**config.mk**
```make
export PLATFORM = sky130hd
export DESIGN_NAME = score_counter
export DESIGN_NICKNAME = d
export VERILOG_FILES = /design/src/rtl/score_pkg.sv /design/src/rtl/seg7_decode.sv /design/src/rtl/score_counter.sv
export SDC_FILE = /design/constraint.sdc
export NUM_CORES = 1
export LEC_CHECK = 0
export ABC_AREA = 1
export CORE_AREA = 5 5 69 71
export CTS_CLUSTER_DIAMETER = 50
export DETAILED_ROUTE_END_ITERATION = 10
export DIE_AREA = 0 0 74 76
export GPL_TIMING_DRIVEN = 0
export MAX_ROUTING_LAYER = met4
export PLACE_DENSITY = 0.67
export SLEW_MARGIN = 0
export SYNTH_ARGS = -nofsm -noshare
export SYNTH_HDL_FRONTEND = slang
export SYNTH_SLANG_ARGS = --single-unit
```
**constraint.sdc**
```tcl
create_clock -name clk -period 4.3 [get_ports clk]
set_input_delay 0.43 -clock clk [delete_from_list [all_inputs] [get_ports clk]]
set_output_delay 0.43 -clock clk [all_outputs]
set_load 0.1 [all_outputs]
```
**src/rtl/score_pkg.sv**
```systemverilog
// Shared definitions for the score counter slice.
// Holds the BCD digit type, the active-low 7-segment codes (gfedcba)
// for decimal digits 0..9, and the all-segments-off blank code.
package score_pkg;

    typedef logic [3:0] bcd_t;

    localparam bcd_t BCD_NINE = 4'd9;

    localparam logic [6:0] SEG_0     = 7'b1000000;
    localparam logic [6:0] SEG_1     = 7'b1111001;
    localparam logic [6:0] SEG_2     = 7'b0100100;
    localparam logic [6:0] SEG_3     = 7'b0110000;
    localparam logic [6:0] SEG_4     = 7'b0011001;
    localparam logic [6:0] SEG_5     = 7'b0010010;
    localparam logic [6:0] SEG_6     = 7'b0000010;
    localparam logic [6:0] SEG_7     = 7'b1111000;
    localparam logic [6:0] SEG_8     = 7'b0000000;
    localparam logic [6:0] SEG_9     = 7'b0010000;
    localparam logic [6:0] SEG_BLANK = 7'b1111111;

endpackage

```
**src/rtl/seg7_decode.sv**
```systemverilog
// Combinational BCD to active-low 7-segment decoder.
// Ports:
//   bcd - 4-bit BCD digit (0..9)
//   seg - active-low segments, bit order gfedcba
// Codes 10..15 never occur in the counter; they decode to blank.
module seg7_decode
    import score_pkg::*;
(
    input  bcd_t       bcd,
    output logic [6:0] seg
);

    always_comb begin
        seg = SEG_BLANK;
        case (bcd)
            4'd0:    seg = SEG_0;
            4'd1:    seg = SEG_1;
            4'd2:    seg = SEG_2;
            4'd3:    seg = SEG_3;
            4'd4:    seg = SEG_4;
            4'd5:    seg = SEG_5;
            4'd6:    seg = SEG_6;
            4'd7:    seg = SEG_7;
            4'd8:    seg = SEG_8;
            4'd9:    seg = SEG_9;
            default: seg = SEG_BLANK;
        endcase
    end

endmodule

```
**src/rtl/score_counter.sv**
```systemverilog
// Multi-digit BCD score counter with best-score register and 7-seg outputs.
// Parameters:
//   DIGITS   - number of BCD digits (1..6)
//   SATURATE - 0: wrap to zero past all nines, 1: hold at all nines
//   BLANK_LZ - 1: blank digits above the most significant nonzero digit
// Ports:
//   clk       - clock, rising edge
//   reset     - asynchronous active-high reset of count, best and new_best
//   score     - +1 to the count for every cycle it is high
//   clear     - synchronous clear of the current count
//   game_over - commit current count to best if strictly greater
//   hex_cur   - active-low 7-seg of current count, [0] = least significant
//   hex_best  - active-low 7-seg of best count
//   overflow  - combinational, score with count at all nines (no clear)
//   new_best  - one-cycle pulse the cycle after best was raised
module score_counter
    import score_pkg::*;
#(
    parameter int DIGITS   = 2,
    parameter bit SATURATE = 1'b0,
    parameter bit BLANK_LZ = 1'b1
) (
    input  logic                   clk,
    input  logic                   reset,
    input  logic                   score,
    input  logic                   clear,
    input  logic                   game_over,
    output logic [DIGITS-1:0][6:0] hex_cur,
    output logic [DIGITS-1:0][6:0] hex_best,
    output logic                   overflow,
    output logic                   new_best
);

    bcd_t cur_p0  [DIGITS];
    bcd_t best_p0 [DIGITS];

    logic [DIGITS-1:0] is_nine;
    logic [DIGITS-1:0] carry;
    logic [DIGITS-1:0] cur_gt;
    logic [DIGITS-1:0] cur_eq;
    logic [DIGITS-1:0] cur_nz;
    logic [DIGITS-1:0] best_nz;
    logic [DIGITS-1:0] show_cur;
    logic [DIGITS-1:0] show_best;
    logic              all_nines;
    logic              cur_greater;
    logic              hold;
    logic              raise_best;

    // Ripple increment: digit i steps when score is high and every lower
    // digit is at nine.
    always_comb begin
        logic run;
        run   = score;
        carry = '0;
        for (int i = 0; i < DIGITS; i++) begin
            carry[i] = run;
            run      = run & is_nine[i];
        end
    end

    assign all_nines = &is_nine;
    assign overflow  = score & ~clear & all_nines;
    assign hold      = SATURATE && all_nines;

    // Magnitude compare from the least significant digit up: a higher digit
    // decides unless it is equal, in which case the lower digits decide.
    always_comb begin
        logic gt;
        gt = 1'b0;
        for (int i = 0; i < DIGITS; i++) begin
            gt = cur_gt[i] | (cur_eq[i] & gt);
        end
        cur_greater = gt;
    end

    assign raise_best = game_over & cur_greater;

    // A digit is shown if it is the units digit, or some digit at or above
    // it is nonzero, or leading-zero blanking is disabled.
    always_comb begin
        logic nz_c;
        logic nz_b;
        nz_c      = 1'b0;
        nz_b      = 1'b0;
        show_cur  = '0;
        show_best = '0;
        for (int i = DIGITS - 1; i >= 0; i--) begin
            nz_c         = nz_c | cur_nz[i];
            nz_b         = nz_b | best_nz[i];
            show_cur[i]  = !BLANK_LZ || (i == 0) || nz_c;
            show_best[i] = !BLANK_LZ || (i == 0) || nz_b;
        end
    end

    genvar g;
    generate
        for (g = 0; g < DIGITS; g++) begin : g_digit
            logic [6:0] seg_cur;
            logic [6:0] seg_best;

            assign is_nine[g] = (cur_p0[g] == BCD_NINE);
            assign cur_gt[g]  = (cur_p0[g] > best_p0[g]);
            assign cur_eq[g]  = (cur_p0[g] == best_p0[g]);
            assign cur_nz[g]  = (cur_p0[g] != '0);
            assign best_nz[g] = (best_p0[g] != '0);

            // Best captures the registered (pre-increment, pre-clear) count.
            always_ff @(posedge clk or posedge reset) begin
                if (reset) begin
                    cur_p0[g]  <= '0;
                    best_p0[g] <= '0;
                end else begin
                    if (clear) begin
                        cur_p0[g] <= '0;
                    end else if (carry[g] && !hold) begin
                        cur_p0[g] <= is_nine[g] ? 4'd0 : cur_p0[g] + 4'd1;
                    end
                    if (raise_best) begin
                        best_p0[g] <= cur_p0[g];
                    end
                end
            end

            seg7_decode u_dec_cur (
                .bcd (cur_p0[g]),
                .seg (seg_cur)
            );

            seg7_decode u_dec_best (
                .bcd (best_p0[g]),
                .seg (seg_best)
            );

            assign hex_cur[g]  = show_cur[g]  ? seg_cur  : SEG_BLANK;
            assign hex_best[g] = show_best[g] ? seg_best : SEG_BLANK;
        end
    endgenerate

    always_ff @(posedge clk or posedge reset) begin
        if (reset) begin
            new_best <= 1'b0;
        end else begin
            new_best <= raise_best;
        end
    end

endmodule
```
; Yosys cells after proc, flatten, opt, wreduce, memory -nomap -nowiden
; Memory sizes are Yosys's and may differ from the RTL's.
; Cells that the tools add are included.
[totals]
n_memories = 4
output_inout_bits = 30
word_cells = 36
romBits = 448
latchBits = 0
ram_bits = 0
regBits = 17
in_bits = 5
[op_classes]
multipliers = 0
eq_ne = 3
magnitude_cmp = 2
bitwise_logic = 7
div = 0
n_addsub = 2
shifts = 0
reduce_logical = 5
n_mux = 8
[mem_list]
columns = name, depth, width, read_ports, rd_ports_with_merged_regs, write_ports, line
row1 = (name not given), 16, 7, 1, 0, 0, seg7_decode.sv:15  ; case (bcd)
row2 = (name not given), 16, 7, 1, 0, 0, seg7_decode.sv:15
row3 = (name not given), 16, 7, 1, 0, 0, seg7_decode.sv:15
row4 = (name not given), 16, 7, 1, 0, 0, seg7_decode.sv:15
[ops]
columns = cell, n
row1 = 4-bit two-way mux, 6
row2 = 7-bit two-way mux, 2
row3 = "4-bit by 1-bit adder with 4-bit output, second input constant", 2
row4 = "4-bit == test, second input constant", 2
row5 = 4-bit greater-than comparator, 2
row6 = 4-bit nonzero test, 2
row7 = 1-bit bitwise AND, 5
row8 = 4-bit == test, 1
row9 = 2-bit nonzero test, 2
row10 = 2-bit AND reduction, 1
row11 = 1-bit inverter, 1
row12 = 1-bit bitwise OR, 1

; Longest topological paths before layout
[depth]
depth_word = 4
mapped_depth = 12
ltp_nobuf = 12

; By module
; Synthesis repeated with hierarchy kept, for this count alone.
[unflattened]
cells_unflattened = 299
area_unflattened_um2 = 1926.8
[by_module_without_submodules]
columns = mod, seq_area_each_um2, n_inst, cells_per_inst, area_per_inst_um2
row1 = score_counter, 425.4, 1, 159, 1176.1
row2 = seg7_decode, 0.0, 4, 35, 187.7

; Least setup slack after synthesis
; OpenSTA, ideal clock, no wires.
[synth_path]
path_type = flip-flop to output port
from = register cur_p0[5] (netlist name)
to = output overflow
arrival_time_ns = 3.731
stages_incl_launch_ff = 5
required_ns = 3.870
path_buffers = 0
slack_ns = 0.139
path_cell_list = dfrtp_1 -> inv_1 -> ha_1 -> nand3_2 -> nor4_1
[synth_between]
elab_chain_cells = 3
[synth_lines]
columns = item, line
row1 = start: declaration, score_counter.sv:34  ; bcd_t cur_p0 [DIGITS];
row2 = start signal: indexed assignment, score_counter.sv:117  ; cur_p0[g] <= is_nine[g] ? 4'd0 : cur_p0[g] + 4'd1;
row3 = 4-bit == test, score_counter.sv:102  ; assign is_nine[g] = (cur_p0[g] == BCD_NINE);
row4 = 2-bit AND reduction, score_counter.sv:62  ; assign all_nines = &is_nine;
row5 = 1-bit bitwise AND, score_counter.sv:63  ; assign overflow = score & ~clear & all_nines;
row6 = end: declaration, score_counter.sv:30  ; output logic overflow,
; Every way passes these cells.

==> reports/results.md <==
- **CP max stage delay** 1.16 ns
- **Worst Min Path Start** best_p0[7]
- **Fmax** 308 MHz
- **Cell variety after synth** 26
- **cts-stage hold buffer count** 0
- **Inserted Clock Buffers** 3
- **most frequent cell after synthesis** nand2_1
- **port buffer count** 34
- **final worst path period share** 0.755
- **logic depth of the worst register-to-register path** 9
- **buffers plus inverters on the worst setup path** 2
- **setup repair after global routing missed its margin** false
- **total die area** 0.00562 mm²
- **critical path peak fanout** 6
- **EDFF count, synth** 0
- **total global routing overflow** 0
- **cell at the root of the clock tree** clkbuf_8
- **I/O pin count** 35
- **hold path endpoint** best_p0[7]
- **initial cell density of the core** 0.403
- **worst-case register-to-register setup slack** 2.46 ns
- **Slowest-stage cell, CP** clkdlybuf4s50_1
- **number of remaining DRC errors** 0
- **net count of the finished layout** 308
- **Final Hold Vio Count** 0
- **Cells on Worst Hold Path** 2
- **Synthesis Warnings** 0
- **antenna-violating nets left** 0
- **Syn Nets** 269
- **commonest cells in the synthesized netlist** nand2_1 (57), inv_1 (34), o21ai_0 (31)
- **critical path data required time** 3.87 ns
- **Worst slew margin** 0.351
- **syn_area_per_cell** 7.13 µm²
- **Synth Cell Area** 0.00168 mm²
- **launching instance or port of the critical path** cur_p0[0]
- **startpoint class of the critical path** register
- **number of placement rows** 24
- **clock latency reported for the late side of the worst-skew pair** 0.25 ns
- **TritonCTS clock tree** yes
- **Final HPWL DP** 2760 µm
- **share of final-layout standard cells stronger than drive strength 1** 0.0730
- **via count of the routed design** 1595
- **Seq/Total Area, Yosys** 0.253
- **Bufs on Longest Clock Path** 2
- **routed length per instance** 10.8 µm
- **min cycle time layout** 3.24 ns
- **core box area** 0.00417 mm²
- **sort of element at the end of the critical path** primary output
- **r2r startpoint** cur_p0[0]
- **fraction of registers with async set or reset after synthesis** 1.00
- **cell family contributing the most delay on the critical path** buffers and inverters
- **cell accounting for the most synthesized area** dfrtp_1
- **post-synthesis cell count** 236
- **result of the run** finished clean
- **final-layout setup total negative slack** 0 ns
- **floorplan die height** 76 µm
- **vias in the first global route** 1440
- **DRT Pass-1 Iters** 4
- **total clock sinks** 17
- **post-synth top area share** 0.253
- **top cells by area, synth** dfrtp_1 (25%), ha_1 (21%), nand2_1 (13%), o21ai_0 (9.2%), inv_1 (7.6%)
- **total of cells resized after clock tree synthesis** 0
- **largest net degree at the start of global routing** 18
- **commonest register cell after synthesis** dfrtp_1
- **number of antenna violations at the first check in global routing** 0
- **relative area change from synthesis to final layout** 26.9%
- **total wire length after detailed routing** 3510 µm
- **clock slew seen by the registers of the worst setup and hold paths** 0.06 ns
- **post-CTS setup-driven buffer insertion count** 0
- **GRT Util Overall** 0.137
- **maximum capacitance violations** 0
- **Final Wtd Congestion** 0.847
- **arrival time reported for the critical path endpoint** 2.81 ns
- **vias per cell** 4.89
- **series of cell instances along the critical path** inv_1, ha_1, nor3b_1, nor2_1, o21ai_0, clkdlybuf4s50_1
- **DRT iter0 DRCs** 75
- **final number of max-transition violations** 0
- **path category of the worst min-delay check** reg2reg
- **critical setup path kind** reg2out
- **post-route clock skew** 0.00414 ns
- **setup-violating endpoint count in the final report** 0
- **FF+latch count, synth** 17
- **endpoint of the most critical register-to-register path** best_p0[5]
- **wire length of the first global-routing pass** 6230 µm
- **number of antenna repair diodes** 0
- **number of levels the H-tree was split into** 1
- **DIE WIDTH** 74 µm
- **transition time of the tightest slew-check pin** 0.971 ns
-- layout make-up --
| type | instances | area, µm² |
|---|---|---|
| plain buffers | 5 | 25.0 |
| clock buffers | 3 | 41.3 |
| clock inverters | 1 | 5.00 |
| fillers | 443 | 2040 |
| inverters | 35 | 131 |
| multi-input cells | 179 | 1100 |
| flip-flops and latches | 17 | 425 |
| well taps | 52 | 65.1 |
| repair buffers | 34 | 340 |
-- worst reg2reg max path, cell delays in order (launching register included) --
cell and delay, ns:
dfrtp_1 0.45, inv_1 0.17, ha_1 0.32, nand2_1 0.08, nor2_4 0.11, nor2_2 0.06, a21boi_4 0.28, nand2_4 0.14
nand2_1 0.08, nand2_1 0.04
-- cells in the final DEF, fill, tap and decap left out --
cell              n
a211o_1           2
nand2_2           2
nand3_1          22
ha_1             28
nor2_2            1
xor2_1            2
nor4_1            1
inv_2             1
or2_2             2
o22ai_1           3
o31ai_1           1
nor3b_1           2
nor2_4            1
o21ai_4           1
nand3_2           1
inv_1            34
a21oi_1           8
dfrtp_1          17
o21ai_1           1
nand2_1          57
nand2_4           1
clkinv_2          1
nor2_1           10
clkbuf_8          3
o21ai_0          31
a21boi_4          1
or2_1             1
clkdlybuf4s50_1  34
buf_2             5
-- metal layers --
metal	track usage	share of wire	vias to the layer above
met3	0.0277	0.041	3
met2	0.215	0.48	33
met4	0.0326	0.0054	0
li1	-	-	845
met1	0.180	0.48	714
met5	-	0	-
-- worst max-delay path by stage --
stage / endpoint / cells past startpoint / slack (ns)
finish: hex_cur[12] / 6 / 1.06
global route: hex_cur[12] / 6 / 0.86
CTS: hex_cur[12] / 6 / 1.04
detailed placement: hex_cur[7] / 6 / 1.34
global placement: hex_cur[12] / 6 / 1.38
floorplan: overflow / 4 / 0.14
-- state kept, by name, indices dropped and copies added, names as in the netlist --
name,cells
new_best,1
cur_p0,8
best_p0,8
-- metrics by stage --
stage | instances | cell area (µm²) | util | hold slack (ns) | worst slack, ns
floorplan | 236 | 1680 | - | 0.356 | 0.139
detailed placement | 322 | 2090 | 0.500 | 0.515 | 1.34
global placement | 322 | 2090 | 0.500 | 0.513 | 1.38
finish | 326 | 2130 | 0.511 | 0.529 | 1.06
CTS | 326 | 2130 | 0.511 | 0.531 | 1.04
global route | 326 | 2130 | 0.511 | 0.559 | 0.856
-- logic make-up (layout without fill, tap and decap cells) --
| logic type | after synthesis | in the layout | synth area share |
|---|---|---|---|
| adder cells (fa/ha/maj) | 28 | 28 | 0.208 |
| XOR/XNOR | 2 | 2 | 0.0104 |
| buffers and inverters | 40 | 78 | 0.0930 |
| AND/OR/NAND/NOR | 101 | 101 | 0.269 |
| AO/OA/AOI/OAI | 48 | 48 | 0.166 |
| flip-flops | 17 | 17 | 0.253 |
Power is not shown: default switching activity piles up to over one toggle a cycle in this logic, so the estimate is an artifact.
